===== src/rtl/alu_pkg.sv =====
// Shared opcodes, status codes and FSM state type for the sequential ALU.
package alu_pkg;

  localparam logic [3:0] OP_ADD = 4'b1110;
  localparam logic [3:0] OP_SUB = 4'b1101;
  localparam logic [3:0] OP_MUL = 4'b1011;
  localparam logic [3:0] OP_DIV = 4'b0111;

  localparam logic [2:0] ST_POS  = 3'd0;
  localparam logic [2:0] ST_NEG  = 3'd1;
  localparam logic [2:0] ST_DIV0 = 3'd2;
  localparam logic [2:0] ST_ILL  = 3'd3;
  localparam logic [2:0] ST_FRAC = 3'd4;

  typedef enum logic [1:0] {IDLE, DIV, DONE} state_t;

  function automatic int max2(input int x, input int y);
    return (x > y) ? x : y;
  endfunction

endpackage


===== src/rtl/alu_div_seq.sv =====
// Restoring divider, one quotient bit per step, MSB first. quot_nxt is the
// quotient including the bit produced this cycle; it is complete when last=1.
module alu_div_seq
  import alu_pkg::*;
#(
  parameter int W  = 4,
  parameter int QW = 11
) (
  input  logic          clk_ALU,
  input  logic          rst_ALU,
  input  logic          load,
  input  logic          step,
  input  logic [QW-1:0] dividend,
  input  logic [W-1:0]  divisor,
  output logic [QW-1:0] quot_nxt,
  output logic          last
);
  localparam int CW = $clog2(QW + 1);

  logic [QW-1:0] dvd_q, quo_q;
  logic [W-1:0]  rem_q, dsr_q, rem_nxt, diff;
  logic [W:0]    shifted;
  logic [CW-1:0] cnt_q;
  logic          ge;

  // remainder is always < divisor, so the trial difference fits in W bits
  always_comb begin
    shifted  = {rem_q, dvd_q[QW-1]};
    ge       = (shifted >= {1'b0, dsr_q});
    diff     = shifted[W-1:0] - dsr_q;
    rem_nxt  = ge ? diff : shifted[W-1:0];
    quot_nxt = {quo_q[QW-2:0], ge};
    last     = (cnt_q == CW'(QW - 1));
  end

  always_ff @(posedge clk_ALU) begin
    if (rst_ALU) begin
      dvd_q <= '0;
      dsr_q <= '0;
      rem_q <= '0;
      quo_q <= '0;
      cnt_q <= '0;
    end else if (load) begin
      dvd_q <= dividend;
      dsr_q <= divisor;
      rem_q <= '0;
      quo_q <= '0;
      cnt_q <= '0;
    end else if (step) begin
      dvd_q <= dvd_q << 1;
      rem_q <= rem_nxt;
      quo_q <= quot_nxt;
      cnt_q <= cnt_q + CW'(1);
    end
  end

endmodule


===== src/rtl/alu_seq.sv =====
// Sequential ALU: single-cycle add/sub/mul, multi-cycle scaled divide.
// Divider is compiled in only when macro ALU_DIV_EN is defined.
module alu_seq
  import alu_pkg::*;
#(
  parameter int W     = 4,
  parameter int SCALE = 100,
  parameter int RES_W = 11
) (
  input  logic             clk_ALU,
  input  logic             rst_ALU,
  input  logic             start,
  input  logic [3:0]       op,
  input  logic [W-1:0]     a,
  input  logic [W-1:0]     b,
  output logic             busy,
  output logic             done,
  output logic [RES_W-1:0] result,
  output logic [2:0]       status
);
  localparam int QW = W + 7;

  generate
    if (RES_W < max2(2 * W, QW)) begin : g_res_w_chk
      $fatal(1, "alu_seq: RES_W too small for W");
    end
    if (SCALE < 1 || SCALE > 127) begin : g_scale_chk
      $fatal(1, "alu_seq: SCALE out of range 1..127");
    end
  endgenerate

  state_t           state, state_nxt;
  logic [RES_W-1:0] result_nxt;
  logic [2:0]       status_nxt;

`ifdef ALU_DIV_EN
  logic          div_load, div_last;
  logic [QW-1:0] div_q;

  alu_div_seq #(.W(W), .QW(QW)) u_div (
    .clk_ALU  (clk_ALU),
    .rst_ALU  (rst_ALU),
    .load     (div_load),
    .step     (state == DIV),
    .dividend (QW'(a) * QW'(SCALE)),
    .divisor  (b),
    .quot_nxt (div_q),
    .last     (div_last)
  );
`endif

  always_comb begin
    state_nxt  = state;
    result_nxt = result;
    status_nxt = status;
`ifdef ALU_DIV_EN
    div_load   = 1'b0;
`endif
    case (state)
      IDLE: if (start) begin
        state_nxt = DONE;
        case (op)
          OP_ADD: begin
            result_nxt = RES_W'(a) + RES_W'(b);
            status_nxt = ST_POS;
          end
          OP_SUB: begin
            if (a >= b) begin
              result_nxt = RES_W'(a - b);
              status_nxt = ST_POS;
            end else begin
              result_nxt = RES_W'(b - a);
              status_nxt = ST_NEG;
            end
          end
          OP_MUL: begin
            result_nxt = RES_W'(a) * RES_W'(b);
            status_nxt = ST_POS;
          end
`ifdef ALU_DIV_EN
          OP_DIV: begin
            // divide-by-zero keeps the previous result
            if (b == '0) status_nxt = ST_DIV0;
            else begin
              div_load  = 1'b1;
              state_nxt = DIV;
            end
          end
`endif
          default: begin
            result_nxt = '0;
            status_nxt = ST_ILL;
          end
        endcase
      end
      DIV: begin
`ifdef ALU_DIV_EN
        if (div_last) begin
          result_nxt = RES_W'(div_q);
          status_nxt = ST_FRAC;
          state_nxt  = DONE;
        end
`else
        state_nxt = IDLE;
`endif
      end
      DONE:    state_nxt = IDLE;
      default: state_nxt = IDLE;
    endcase
  end

  always_ff @(posedge clk_ALU) begin
    if (rst_ALU) begin
      state  <= IDLE;
      result <= '0;
      status <= ST_POS;
    end else begin
      state  <= state_nxt;
      result <= result_nxt;
      status <= status_nxt;
    end
  end

  assign busy = (state != IDLE);
  assign done = (state == DONE);

endmodule


===== config.mk =====
export PLATFORM = sky130hd
export DESIGN_NAME = alu_seq
export DESIGN_NICKNAME = d
export VERILOG_FILES = /design/src/rtl/alu_pkg.sv /design/src/rtl/alu_div_seq.sv /design/src/rtl/alu_seq.sv
export SDC_FILE = /design/constraint.sdc
export NUM_CORES = 1
export LEC_CHECK = 0
export BUFFER_PORTS_ARGS = -buffer_cell sky130_fd_sc_hd__buf_4
export CELL_PAD_IN_SITES_DETAIL_PLACEMENT = 0
export CELL_PAD_IN_SITES_GLOBAL_PLACEMENT = 1
export CORE_MARGIN = 5
export CORE_UTILIZATION = 41
export CTS_CLUSTER_DIAMETER = 50
export DETAILED_ROUTE_END_ITERATION = 12
export PLACE_DENSITY_LB_ADDON = 0.1
export SKIP_CTS_REPAIR_TIMING = 1
export SLEW_MARGIN = 20
export SYNTH_ARGS = -nofsm -noshare
export SYNTH_HDL_FRONTEND = slang
export SYNTH_HIERARCHICAL = 1
export SYNTH_SLANG_ARGS = --single-unit

===== constraint.sdc =====
create_clock -name clk_ALU -period 4.1 [get_ports clk_ALU]
set_input_delay 0.615 -clock clk_ALU [delete_from_list [all_inputs] [get_ports clk_ALU]]
set_output_delay 0.615 -clock clk_ALU [all_outputs]
set_load 0.01 [all_outputs]

# Yosys cells after proc, flatten, opt, wreduce, memory -nomap -nowiden
# Cells that the tools add are included.
dict set report word_totals {
  reg_bits 15
  latch_bits 0
  ramBits 0
  mem_bits_ro 0
  in_bits 15
  output_inout_bits 16
  elab_cells 20
  n_memories 0
}
dict set report op_classes {
  addsub 3
  n_mul 1
  div 0
  magnitude_cmp 1
  eq_ne 3
  n_shift 0
  n_mux 4
  n_bitwise 1
  n_reduce_logical 4
}
# cell n
set ops {}
lappend ops {{$pmux W11 S3} 1}
lappend ops {{$eq A4 B4 Y1 const B} 3}
lappend ops {{$mux W11} 1}
lappend ops {{$sub A4 B4 Y5} 2}
lappend ops {{$mul A4 B4 Y8} 1}
lappend ops {{$add A4 B4 Y5} 1}
lappend ops {{$ge A4 B4 Y1} 1}
lappend ops {{$pmux W2 S2} 1}
lappend ops {{$reduce_or A2 Y1} 2}
lappend ops {{$logic_not A2 Y1} 1}
lappend ops {{$reduce_and A2 Y1} 1}
lappend ops {{$mux W1} 1}
lappend ops {{$not A1 Y1} 1}

# Longest topological paths before layout
dict set report depth {
  depth_word 3
  ltp_mapped 11
}

# Worst setup path after synthesis
# Ideal clock, no wire load.
dict set report synth_timing {
  path_kind {input -> register}
  from {in a[0]}
  to {reg result[6]}
  setup_ns 0.131
  arrival_time_ns 2.957
  t_required_ns 3.969
  setup_slack_ns 1.012
  cell_stages 10
  cell_sequence {nand2_1 fa_1 inv_1 fa_1 fa_1 a21o_1 a21oi_1 xnor2_1 a221oi_2 nor3_2}
}
dict set report synth_via {
  elab_chain_cells 3
  word_cells_on_any_way 6
  classes_between {add/sub (2); mul (1); order compare (1); mux (2)}
}
# element line
set synth_lines {}
lappend synth_lines {{start, declared} alu_seq.sv:14} ;# input logic [W-1:0] a,
lappend synth_lines {{branches (longest 2 deep; another with $mul A4 B4 Y8)} -}
lappend synth_lines {{$pmux W11 S3 (*)} alu_seq.sv:62} ;# case (op)
lappend synth_lines {{end signal, assigned} alu_seq.sv:119} ;# result <= result_nxt;
lappend synth_lines {{end, declared} alu_seq.sv:18} ;# output logic [RES_W-1:0] result,
# Mark *: on every way between the ends.
# A chain may end at the register's enable or synchronous reset.

# Worst setup path after layout
dict set report layout_timing {
  from {in a[1]}
  to {reg result[6]}
}
# The elaborated chain is that of the path after synthesis.

==> impl_metrics.tcl <==
set metrics [dict create \
    avgSynthCellArea_um2 8.62 \
    synth-adder-area-share 0.284 \
    port_buffers 29 \
    multiInputGateArea_um2 1190 \
    coreArea_um2 3660 \
    cts_made_buffers 3 \
    worst_clock_skew_ns 0.00110 \
    die-width_um 71.5 \
    synth_mux_area_frac 0.0194 \
    grt_pass1_wl_um 6350 \
    rr_endpoint "result[2]" \
    syn2layout_area_growth_pct 17.1 \
    fillers 377 \
    p_sw_uw 136 \
    endpoint_kind "register" \
    io_pins 31 \
    crit_arrival_ns 3.16 \
    final_cell_area_um2 1820 \
    mostFrequentLayoutCells "buf_4, ha_1, a21oi_1" \
    rsz0062_at_grt "no" \
    dp_hpwl_um 3120 \
    root_buffer "clkbuf_8" \
    drt_iter0_markers 42 \
    tns_ns 0 \
    rr_startpoint "state[1]" \
    ir_drop_mv 0.147 \
    dr_total_vias 1315 \
    start_kind "input pin" \
    maxSlewViolCount 0 \
    synthesis.area_um2 1550 \
    min_path_type "register to register" \
    cts_buffer_depth 2 \
    switching_share 0.328 \
    seq_area_um2 240 \
    mostFrequentLayoutCell "buf_4" \
    drtAntennaViolNets 0 \
    hold_viol 0 \
    finalWorstSetupSlack_ns 1.06 \
    path_clk_slew_ns 0.05 \
    r2r_cells 5 \
    grtUsageTotal 0.151 \
    place_area_um2 1760 \
    first_pass_iters 4 \
    synth_top_area_frac 0.194 \
    power.clock.fraction 0.300 \
    ys_ff_latch 12 \
    num_rows 22 \
    seqPwrFrac 0.293 \
    synth_edf_count 0 \
    ys_types 47 \
    nets 251 \
    hold_path.startpoint "result[0]" \
    via_per_inst 5.22 \
    ys.warnings.count 6 \
    initial_core_util 0.424 \
    pre_cts_ws_ns 0.794 \
    tightest_slew_ns 0.578 \
    required_ns 4.22 \
    synth-xor-area-share 0.0339 \
    grt_pass1_vias 1320 \
    overflow 0 \
    drive_gt1_frac 0.250 \
    cts_tree "done" \
    clock.fmax_ghz 0.329 \
    synthSimpleGateAreaFrac 0.204 \
    power_density_nw_per_um2 228 \
    power.internal_uw 278 \
    status "complete, no violations" \
    min_period_over_period 0.741 \
    hold-path-cell-count 2 \
    wire_per_inst_um 14.5 \
    clk_latency_ns 0.23 \
    async_flop_share 0 \
    setup_violations 0 \
    slew_headroom 0.615 \
    ys.flop_type "dfxtp_1" \
    postSynthCellCount 180 \
    r2r_slack_ns 2.61 \
    grt_start_max_net_pins 15 \
    fin_crit_ns 3.04 \
    yosys.area.top_type "ha_1" \
    utilization 0.496 \
    p_leak_uw 0.000852 \
    gp_congestion 0.841 \
    syn_nets 226 \
    synth-compound-area-share 0.222 \
    antenna_found_initial 0 \
    seq_area_frac_synth 0.155 \
    routed_wl_um 3660 \
    synth_top_family_by_area "adder cells" \
    combPwrFrac 0.407 \
    diodes 0 \
    die_h_um 71.5 \
    drc 0 \
    critPathKind "input pin to register" \
    synth_area_leaders "ha_1, dfxtp_1, fa_1" \
    die_area_um2 5110 \
    hold_end "result[0]" \
    crit_fanout 6 \
    max_cap_violations 0 \
    htreeDepth 1 \
    startpoint "a[1]" \
    clkSinkCount 12 \
]
-- worst max-delay path, stage by stage --
cell	delay [ns]
buf_4	0.13
nand2_1	0.08
fa_1	0.50
inv_1	0.06
fa_1	0.52
fa_1	0.47
a21o_1	0.19
a21oi_1	0.17
xnor2_1	0.10
a221oi_2	0.26
nor3_2	0.07
-- how the worst max path moves through the flow --
stage | slack (ns) | depth (start not counted) | endpoint
floorplan | 1.01 | 10 | result[6]
global placement | 0.82 | 11 | result[6]
detailed placement | 0.79 | 11 | result[6]
CTS | 1.04 | 11 | result[6]
global route | 0.91 | 11 | result[6]
finish | 1.06 | 11 | result[6]
-- power by group through the flow --
stage	combinational (uW)	sequential [uW]	clock, uW
final	168	121	124
after CTS	170	121	129
after detailed placement	168	124	0
after global placement	167	124	0
after global routing	190	122	136
after floorplan	121	125	0
-- metal layers --
| layer | wire, um | share of wire | track usage | vias up |
|---|---|---|---|---|
| met5 | 0 | 0 | 0 | - |
| met4 | 0 | 0 | 0.0125 | 0 |
| met3 | 136 | 0.037 | 0.0266 | 0 |
| met2 | 1800 | 0.49 | 0.261 | 22 |
| met1 | 1720 | 0.47 | 0.203 | 612 |
| li1 | - | - | - | 681 |
-- synth_stat cells (3+ instances only) --
library cell	count
nor3_1	3
o21bai_1	4
fa_1	7
a211oi_1	5
o21ai_0	4
inv_1	14
a21o_1	4
a221oi_2	3
a21oi_1	17
buf_4	5
nand2b_1	4
nor2_1	15
nand2_1	12
dfxtp_1	12
ha_1	24
nand3b_1	3
xnor2_1	5
-- through the flow --
step	std cells	hold WS [ns]	total power (uW)
2_1_floorplan	180	0.481	246
3_3_place_gp	248	0.447	291
3_5_place_dp	248	0.458	292
4_1_cts	252	0.465	420
5_1_grt	252	0.504	447
6_report	252	0.466	414
-- flip-flops by register name, indices dropped and copies added (netlist names) --
register / cells
result: 9
status: 2
state: 1
-- kinds of logic (layout without fill, tap and decap cells) --
family                   after synthesis  count (layout)
XOR/XNOR                               6               6
AND/OR/NAND/NOR                       55              55
multiplexers                           2               2
AO/OA/AOI/OAI                         49              49
adder cells (fa/ha/maj)               31              31
flip-flops                            12              12
other                                  1               1
buffers and inverters                 24              48
-- cell type report --
class                           instances  share of cell area
Multi-Input combinational cell        144               0.654
Sequential cell                        12               0.132
Tap cell                               48              0.0331
Timing Repair Buffer                   29               0.120
Inverter                               15              0.0310
Clock buffer                            4              0.0303
No activity file was read; power rests on OpenSTA's default activity.
